==> src/rtl/hazard_control_unit_pkg.sv <==
// Shared core types for the hazard control unit: register index and FSM state.
package hazard_control_unit_pkg;

    typedef logic [4:0] reg_t;

    typedef enum logic [0:0] {
        RUN      = 1'b0,
        MEM_WAIT = 1'b1
    } hcu_state_t;

    localparam int unsigned PERF_W = 32;

endpackage

==> src/rtl/hazard_control_unit_perf_counter.sv <==
// 32-bit performance counter with enable and synchronous clear; wraps at all-ones.
module hcu_perf_counter
    import hazard_control_unit_pkg::*;
(
    input  logic              i_clk,
    input  logic              i_clr,
    input  logic              i_en,
    output logic [PERF_W-1:0] o_count
);

    logic [PERF_W-1:0] count_q;
    logic [PERF_W-1:0] count_d;

    always_comb begin
        count_d = count_q;
        if (i_clr) begin
            count_d = '0;
        end else if (i_en) begin
            count_d = count_q + 1'b1;
        end
    end

    always_ff @(posedge i_clk) begin
        count_q <= count_d;
    end

    assign o_count = count_q;

endmodule

==> src/rtl/hazard_control_unit.sv <==
// Pipeline hazard controller: memory-wait freeze with timeout, redirect flush,
// load-use stall, plus stall/flush performance counters.
module hazard_control_unit
    import hazard_control_unit_pkg::*;
#(
    parameter int MEM_TIMEOUT = 64
) (
    input  logic        i_clk,
    input  logic        i_rst,
    input  reg_t        i_ID_rnum1,
    input  reg_t        i_ID_rnum2,
    input  logic        i_ID_use_rs1,
    input  logic        i_ID_use_rs2,
    input  logic        i_EX_memRead,
    input  reg_t        i_EX_wnum,
    input  logic        i_EX_redirect,
    input  logic        i_MEM_dreq,
    input  logic        i_MEM_dack,
    output logic        o_PC_en,
    output logic        o_IFID_en,
    output logic        o_EXMEM_en,
    output logic        o_IFID_flush,
    output logic        o_IDEX_flush,
    output logic        o_MEMWB_bubble,
    output logic        o_mem_err,
    output logic [31:0] o_stall_cycles,
    output logic [31:0] o_flush_count
);

    // The RUN cycle that starts a wait is the first non-ack cycle, so the
    // abort fires when the count is one short of MEM_TIMEOUT-1.
    localparam logic [7:0] TIMEOUT_LAST = 8'(MEM_TIMEOUT - 2);

    hcu_state_t state_q, state_d;
    logic [7:0] wait_cnt_q, wait_cnt_d;
    logic       load_use;
    logic       freeze;
    logic       redirect_act;
    logic       stall_en;

    assign load_use = i_EX_memRead && (i_EX_wnum != '0) &&
                      ((i_ID_use_rs1 && (i_ID_rnum1 == i_EX_wnum)) ||
                       (i_ID_use_rs2 && (i_ID_rnum2 == i_EX_wnum)));

    always_comb begin
        state_d        = state_q;
        wait_cnt_d     = wait_cnt_q;
        freeze         = 1'b0;
        redirect_act   = 1'b0;
        o_PC_en        = 1'b1;
        o_IFID_en      = 1'b1;
        o_EXMEM_en     = 1'b1;
        o_IFID_flush   = 1'b0;
        o_IDEX_flush   = 1'b0;
        o_MEMWB_bubble = 1'b0;
        o_mem_err      = 1'b0;

        case (state_q)
            RUN: begin
                if (i_MEM_dreq && !i_MEM_dack) begin
                    freeze     = 1'b1;
                    state_d    = MEM_WAIT;
                    wait_cnt_d = '0;
                end
            end
            MEM_WAIT: begin
                if (i_MEM_dack) begin
                    state_d = RUN;
                end else if (wait_cnt_q == TIMEOUT_LAST) begin
                    o_mem_err = 1'b1;
                    state_d   = RUN;
                end else begin
                    freeze     = 1'b1;
                    wait_cnt_d = 8'(wait_cnt_q + 8'd1);
                end
            end
            default: state_d = RUN;
        endcase

        if (freeze) begin
            o_PC_en        = 1'b0;
            o_IFID_en      = 1'b0;
            o_EXMEM_en     = 1'b0;
            o_MEMWB_bubble = 1'b1;
        end else if (i_EX_redirect) begin
            redirect_act = 1'b1;
            o_IFID_flush = 1'b1;
            o_IDEX_flush = 1'b1;
        end else if (load_use) begin
            o_PC_en      = 1'b0;
            o_IFID_en    = 1'b0;
            o_IDEX_flush = 1'b1;
        end

        if (i_rst) begin
            state_d        = RUN;
            wait_cnt_d     = '0;
            redirect_act   = 1'b0;
            o_PC_en        = 1'b0;
            o_IFID_en      = 1'b0;
            o_EXMEM_en     = 1'b0;
            o_IFID_flush   = 1'b1;
            o_IDEX_flush   = 1'b1;
            o_MEMWB_bubble = 1'b1;
            o_mem_err      = 1'b0;
        end
    end

    always_ff @(posedge i_clk) begin
        state_q    <= state_d;
        wait_cnt_q <= wait_cnt_d;
    end

    assign stall_en = !o_PC_en && !i_rst;

    hcu_perf_counter u_stall_cnt (
        .i_clk   (i_clk),
        .i_clr   (i_rst),
        .i_en    (stall_en),
        .o_count (o_stall_cycles)
    );

    hcu_perf_counter u_flush_cnt (
        .i_clk   (i_clk),
        .i_clr   (i_rst),
        .i_en    (redirect_act),
        .o_count (o_flush_count)
    );

endmodule

==> config.mk <==
export PLATFORM = sky130hd
export DESIGN_NAME = hazard_control_unit
export DESIGN_NICKNAME = d
export VERILOG_FILES = /design/src/rtl/hazard_control_unit_pkg.sv /design/src/rtl/hazard_control_unit_perf_counter.sv /design/src/rtl/hazard_control_unit.sv
export SDC_FILE = /design/constraint.sdc
export NUM_CORES = 1
export LEC_CHECK = 0
export BUFFER_PORTS_ARGS = -buffer_cell sky130_fd_sc_hd__buf_2
export CAP_MARGIN = 20
export CORE_MARGIN = 2
export CORE_UTILIZATION = 53
export DETAILED_ROUTE_END_ITERATION = 7
export MAX_ROUTING_LAYER = met4
export PLACE_DENSITY = 0.87
export SLEW_MARGIN = 30
export SYNTH_ARGS = -nofsm -noshare
export SYNTH_HDL_FRONTEND = slang
export SYNTH_HIERARCHICAL = 1
export SYNTH_SLANG_ARGS = --single-unit
==> constraint.sdc <==
create_clock -name i_clk -period 3.5 [get_ports i_clk]
set_input_delay 0.525 -clock i_clk [delete_from_list [all_inputs] [get_ports i_clk]]
set_output_delay 0.525 -clock i_clk [all_outputs]
set_load 0.005 [all_outputs]
After elaboration in Yosys (flattened, before gate mapping)
Index checks and enable logic that the tools add are counted.
{ "word_totals": {"ff_bits": 73, "output_inout_bits": 71} }
{ "op_classes": {"muxes": 28, "n_reduce_logical": 12, "n_eq_ne": 6, "n_addsub": 3, "bitwise_logic": 1} }
{ "op_table": {"columns": ["cell", "n"], "rows": [
  ["adder 32 x 1 -> 32 bit (second input constant)", 2],
  ["two-way mux 8 bit", 3],
  ["two-way mux 1 bit", 23],
  ["one-hot mux 8 bit (2 select lines)", 1],
  ["equality test 5 bit", 2],
  ["adder 8 x 1 -> 8 bit (second input constant)", 1],
  ["equality test 8 x 6 -> 1 bit (second input constant)", 1],
  ["logical AND 1 bit", 6],
  ["!= test 2 bit (second input constant)", 3],
  ["nonzero test 5 bit", 1],
  ["logical NOT 1 bit", 3],
  ["AND reduction 3 bit", 1],
  ["one-hot mux 1 bit (2 select lines)", 1],
  ["logical OR 1 bit", 1],
  ["inverter 1 bit", 1]
]} }

Depth between registers and ports, before layout
{ "depth": {"depth_word": 10, "ltp_mapped": 13} }

Cells and area by module
Netlist, hierarchy kept.
{ "modules_own_cells": {"columns": ["module", "instances", "area_each_um2", "cells_each"], "rows": [
  ["hcu_perf_counter", 2, 1564.0, 181],
  ["hazard_control_unit", 1, 665.6, 82]
]} }

Worst setup path after synthesis
OpenSTA, ideal clock, no wires.
{ "synth_timing": {"path_kind": "reg-to-reg", "from": "reg wait_cnt_q[0]", "to": "reg u_stall_cnt.count_q[27] (netlist: u_stall_cnt/o_count[27])", "path_slack_ns": 0.844, "n_path_buf": 3, "stages_incl_launch_ff": 13, "setup_ns": 0.121, "arrival_ns": 2.535, "cell_sequence": "dfxtp_1 > inv_1 > ha_1 > and4bb_4 > a21o_1 > buf_6 > o22ai_1 > buf_2 > and4_1 > buf_2 > nand4_1 > nor3b_1 > mux2_2"} }
{ "synth_via": {"elab_chain_len": 8} }
{ "synth_rtl": {"columns": ["item", "line_no", "source"], "rows": [
  ["start, declared", "hazard_control_unit.sv:35", "logic [7:0] wait_cnt_q, wait_cnt_d;"],
  ["start signal, assigned", "hazard_control_unit.sv:111", "wait_cnt_q <= wait_cnt_d;"],
  ["equality test 8 x 6 -> 1 bit", "hazard_control_unit.sv:69", "end else if (wait_cnt_q == TIMEOUT_LAST) begin"],
  ["two-way mux 1 bit", "hazard_control_unit.sv:69", null],
  ["two-way mux 1 bit", "hazard_control_unit.sv:67", "if (i_MEM_dack) begin"],
  ["one-hot mux 1 bit (2 select lines)", "hazard_control_unit.sv:58", "case (state_q)"],
  ["two-way mux 1 bit", "hazard_control_unit.sv:80", "if (freeze) begin"],
  ["two-way mux 1 bit", "hazard_control_unit.sv:95", "if (i_rst) begin"],
  ["logical NOT 1 bit", "hazard_control_unit.sv:114", "assign stall_en = !o_PC_en && !i_rst;"],
  ["logical AND 1 bit", "hazard_control_unit.sv:114", null],
  ["named net stall_en", "hazard_control_unit.sv:39", "logic stall_en;"],
  ["end signal, assigned", "hazard_control_unit_perf_counter.sv:24", "count_q <= count_d;"],
  ["end, declared", "hazard_control_unit_perf_counter.sv:11", "logic [PERF_W-1:0] count_q;"]
]} }
The timed path passes the listed nets, and every way through them passes these cells.
A chain may end at the register's enable or synchronous reset.

Worst setup path in the final report
{ "layout_timing": {"from": "reg wait_cnt_q[0]", "to": "reg u_flush_cnt.count_q[27] (netlist: u_flush_cnt/o_count[27])"} }
{ "layout_via": {"elab_chain_len": 6} }
{ "layout_rtl": {"columns": ["item", "line_no", "source"], "rows": [
  ["equality test 8 x 6 -> 1 bit", "hazard_control_unit.sv:69", null],
  ["two-way mux 1 bit", "hazard_control_unit.sv:69", null],
  ["two-way mux 1 bit", "hazard_control_unit.sv:67", null],
  ["one-hot mux 1 bit (2 select lines)", "hazard_control_unit.sv:58", null],
  ["two-way mux 1 bit", "hazard_control_unit.sv:80", null],
  ["two-way mux 1 bit", "hazard_control_unit.sv:95", null],
  ["named net redirect_act", "hazard_control_unit.sv:38", "logic redirect_act;"],
  ["end signal, assigned", "hazard_control_unit_perf_counter.sv:24", null],
  ["end, declared", "hazard_control_unit_perf_counter.sv:11", null]
]} }
The timed path passes the listed nets, and every way through them passes these cells.

==> results.cfg <==
[worst_hold_path]
hold_path.class = in2reg

[setup_path]
rr_startpoint = wait_cnt_q[0]$_SDFFE_PP0P_
r2r_slack_ns = 0.46
path_max_fanout = 11
r2r_end = u_flush_cnt/o_count[27]$_SDFFE_PP0P_
crit_buf_inv = 1
path_depth = 10
cp_slowest_cell = and4_1
crit_type = reg2reg
crit_arrival_ns = 3.28
cpLargestDelayFamily = simple AND/OR/NAND/NOR gates
critPathCaptureType = flip-flop
worstPathRequired_ns = 3.74
crit_chain = inv_1 -> ha_1 -> and4bb_4 -> a21o_1 -> nand2_1 -> nor2_1 -> and4_1 -> nand4_1 -> nor3b_1 -> mux2_2
cp-endpoint = u_flush_cnt/o_count[27]$_SDFFE_PP0P_
critPathMaxStageDelay_ns = 0.39
crit_path_start_kind = flip-flop
reg2reg_depth = 10
crit_start = wait_cnt_q[0]$_SDFFE_PP0P_

[global_routing]
grt_max_degree = 87
grt_pass1_vias = 3177
grt_pass1_wl_um = 14300
grt_usage = 0.238
grt_overflow = 0
antenna_found_initial = 0

[synthesis]
synth-edff-count = 0
syn_avg_cell_area_um2 = 8.54
synth_common_cells = dfxtp_1, nor2_1, xor2_1, nand2_1, nand3_1
yosysTopAreaCell = dfxtp_1
synth_nets = 471
syn_inst = 444
async_reset_ff_frac = 0
yosysSeqAreaShare = 0.385
synth_cell_types = 45
ys_top_cells_by_area = dfxtp_1, xor2_1, nor2_1
synth-seq-cells = 73
synthFlopType = dfxtp_1
yosysTopAreaCellShare = 0.385
synth_most_common_cell = dfxtp_1
syn_area_mm2 = 0.00379
yosys_warnings = 6

[clock_network]
clk_path_buf_depth = 2
post-cts-setup-buffers = 0
h-tree-depth = 3
cts_resized = 0
holdBufCountCts = 0
cts.sinks = 73
cts_tree = done
clock_latency_ns = 0.35
cts_buffers = 9
cts-root-buf = clkbuf_8
clkTransAtPathRegs_ns = 0.07

[placed_design]
placed_area_mm2 = 0.00428
dp_hpwl_um = 6330
port_buffers = 93
place.gp.congestion = 0.903
place_worst_setup_slack_ns = 0.409
placed_cells = 612

[die]
core_mm2 = 0.00687
die_w_um = 88.6
fp.dieH_um = 88.6
start_util = 0.552
io_pins = 94
die-area_mm2 = 0.00785
rows = 30

[timing]
period_share = 0.869
fin_crit_ns = 3.04
finClkSkew_ns = 0.00977
setup-violations-final = 0
hold_viol = 0
setup_slack_ns = 0.457
worstMarginPinSlew_ns = 0.823
slew_violations = 0
setup_tns_ns = 0
fmax_mhz = 329
rsz0062_at_grt = false
relSlewSlack = 0.451

[route]
drtIter0Drc = 189
viasPerCell = 5.69
first_pass_iters = 5
drt-total-wl_um = 8920
vias = 3572
avgRoutedWirePerCell_um = 14.2
drc_errors = 0
ant_nets = 0

[power]
p_comb_frac = 0.054
internal-power_w = 0.00116
peakVddDrop_mv = 0.209
pwr-share-seq = 0.553
p_clk_frac = 0.393
power_switching_w = 0.000354
power_leakage_nw = 1.84
switching_share = 0.234
powerDensity_mw_per_mm2 = 340

[layout]
fill_cells = 573
diodes = 0
nNetsFinal = 554
seq_area_mm2 = 0.00146
fin_area_mm2 = 0.00445
layout.cells.non_filler = 628
drive_above_1_share = 0.265
syn2layout_area_growth_pct = 17.4
multiInputGateArea_mm2 = 0.00217
utilization = 0.648

[flow_run]
drv_cap = 0

[outcome]
outcome = finished, final reports clean
metal layers:
metal	GRT usage	wire length (µm)
met1	0.279	3820
met2	0.408	4520
met3	0.0560	481
met4	0.0647	93
met5	-	0
final cells by class:
cell class / instances / area share
well taps: 96 / 0.0270
clock inverters: 3 / 0.00337
inverters: 12 / 0.0101
clock buffers: 13 / 0.0357
flip-flops and latches: 73 / 0.328
repair buffers: 96 / 0.110
multi-input cells: 335 / 0.486
metrics by stage:
step                power (W)  hold slack (ns)
global placement     0.000934            0.468
detailed placement   0.000938            0.484
CTS                   0.00152            0.494
floorplan            0.000905            0.448
finish                0.00151            0.496
global route          0.00157            0.511
worst min-delay path by stage:
stage	from	cells past startpoint	endpoint	slack, ns
after floorplan	wait_cnt_q[7]$_SDFFE_PP0P_	2	wait_cnt_q[7]$_SDFFE_PP0P_	0.45
after global placement	wait_cnt_q[7]$_SDFFE_PP0P_	2	wait_cnt_q[7]$_SDFFE_PP0P_	0.47
after detailed placement	wait_cnt_q[7]$_SDFFE_PP0P_	2	wait_cnt_q[7]$_SDFFE_PP0P_	0.48
after CTS	i_rst	2	wait_cnt_q[0]$_SDFFE_PP0P_	0.49
after global routing	i_rst	2	wait_cnt_q[0]$_SDFFE_PP0P_	0.51
final	i_rst	2	state_q$_SDFF_PP0_	0.50
flip-flops by register name, indices dropped and copies added, names as in the netlist:
register             count
u_stall_cnt/o_count     32
u_flush_cnt/o_count     32
wait_cnt_q               8
state_q                  1
placed cells by master (no fill, tap or decap), types with 3 or more instances in the layout:
master and count:
o31ai_1 9, nor2b_1 20, clkinv_2 3, mux2_1 4, dfxtp_1 73, and4_1 6
nor2_1 58, nor3_1 21, nor3b_1 3, buf_4 3, buf_2 93, nand2_1 23
ha_1 4, clkbuf_8 11, xor2_1 26, xnor2_1 13, inv_1 12, or3_1 10
nor4_1 6, and3_1 5, nand4_1 20, or2_2 3, a21oi_1 21, o21ai_0 10
or4_1 9, nand3_1 22, mux2_2 18
cells by family (layout without fill, tap and decap cells):
family | after synthesis | count (layout) | synth area share
AO/OA/AOI/OAI | 47 | 47 | 0.0729
XOR/XNOR | 39 | 39 | 0.0900
adder cells (fa/ha/maj) | 4 | 4 | 0.0132
buffers and inverters | 36 | 124 | 0.0439
flip-flops | 73 | 73 | 0.385
multiplexers | 24 | 24 | 0.0706
AND/OR/NAND/NOR | 221 | 221 | 0.324
power groups by stage:
stage	logic, W	clock network (W)	registers, W
global placement	0.0000785	0	0.000856
CTS	0.0000822	0.000605	0.000837
detailed placement	0.0000822	0	0.000856
floorplan	0.0000495	0	0.000856
global route	0.0000921	0.000638	0.000837
finish	0.0000819	0.000595	0.000837
Power figures use the tool's default switching activity.
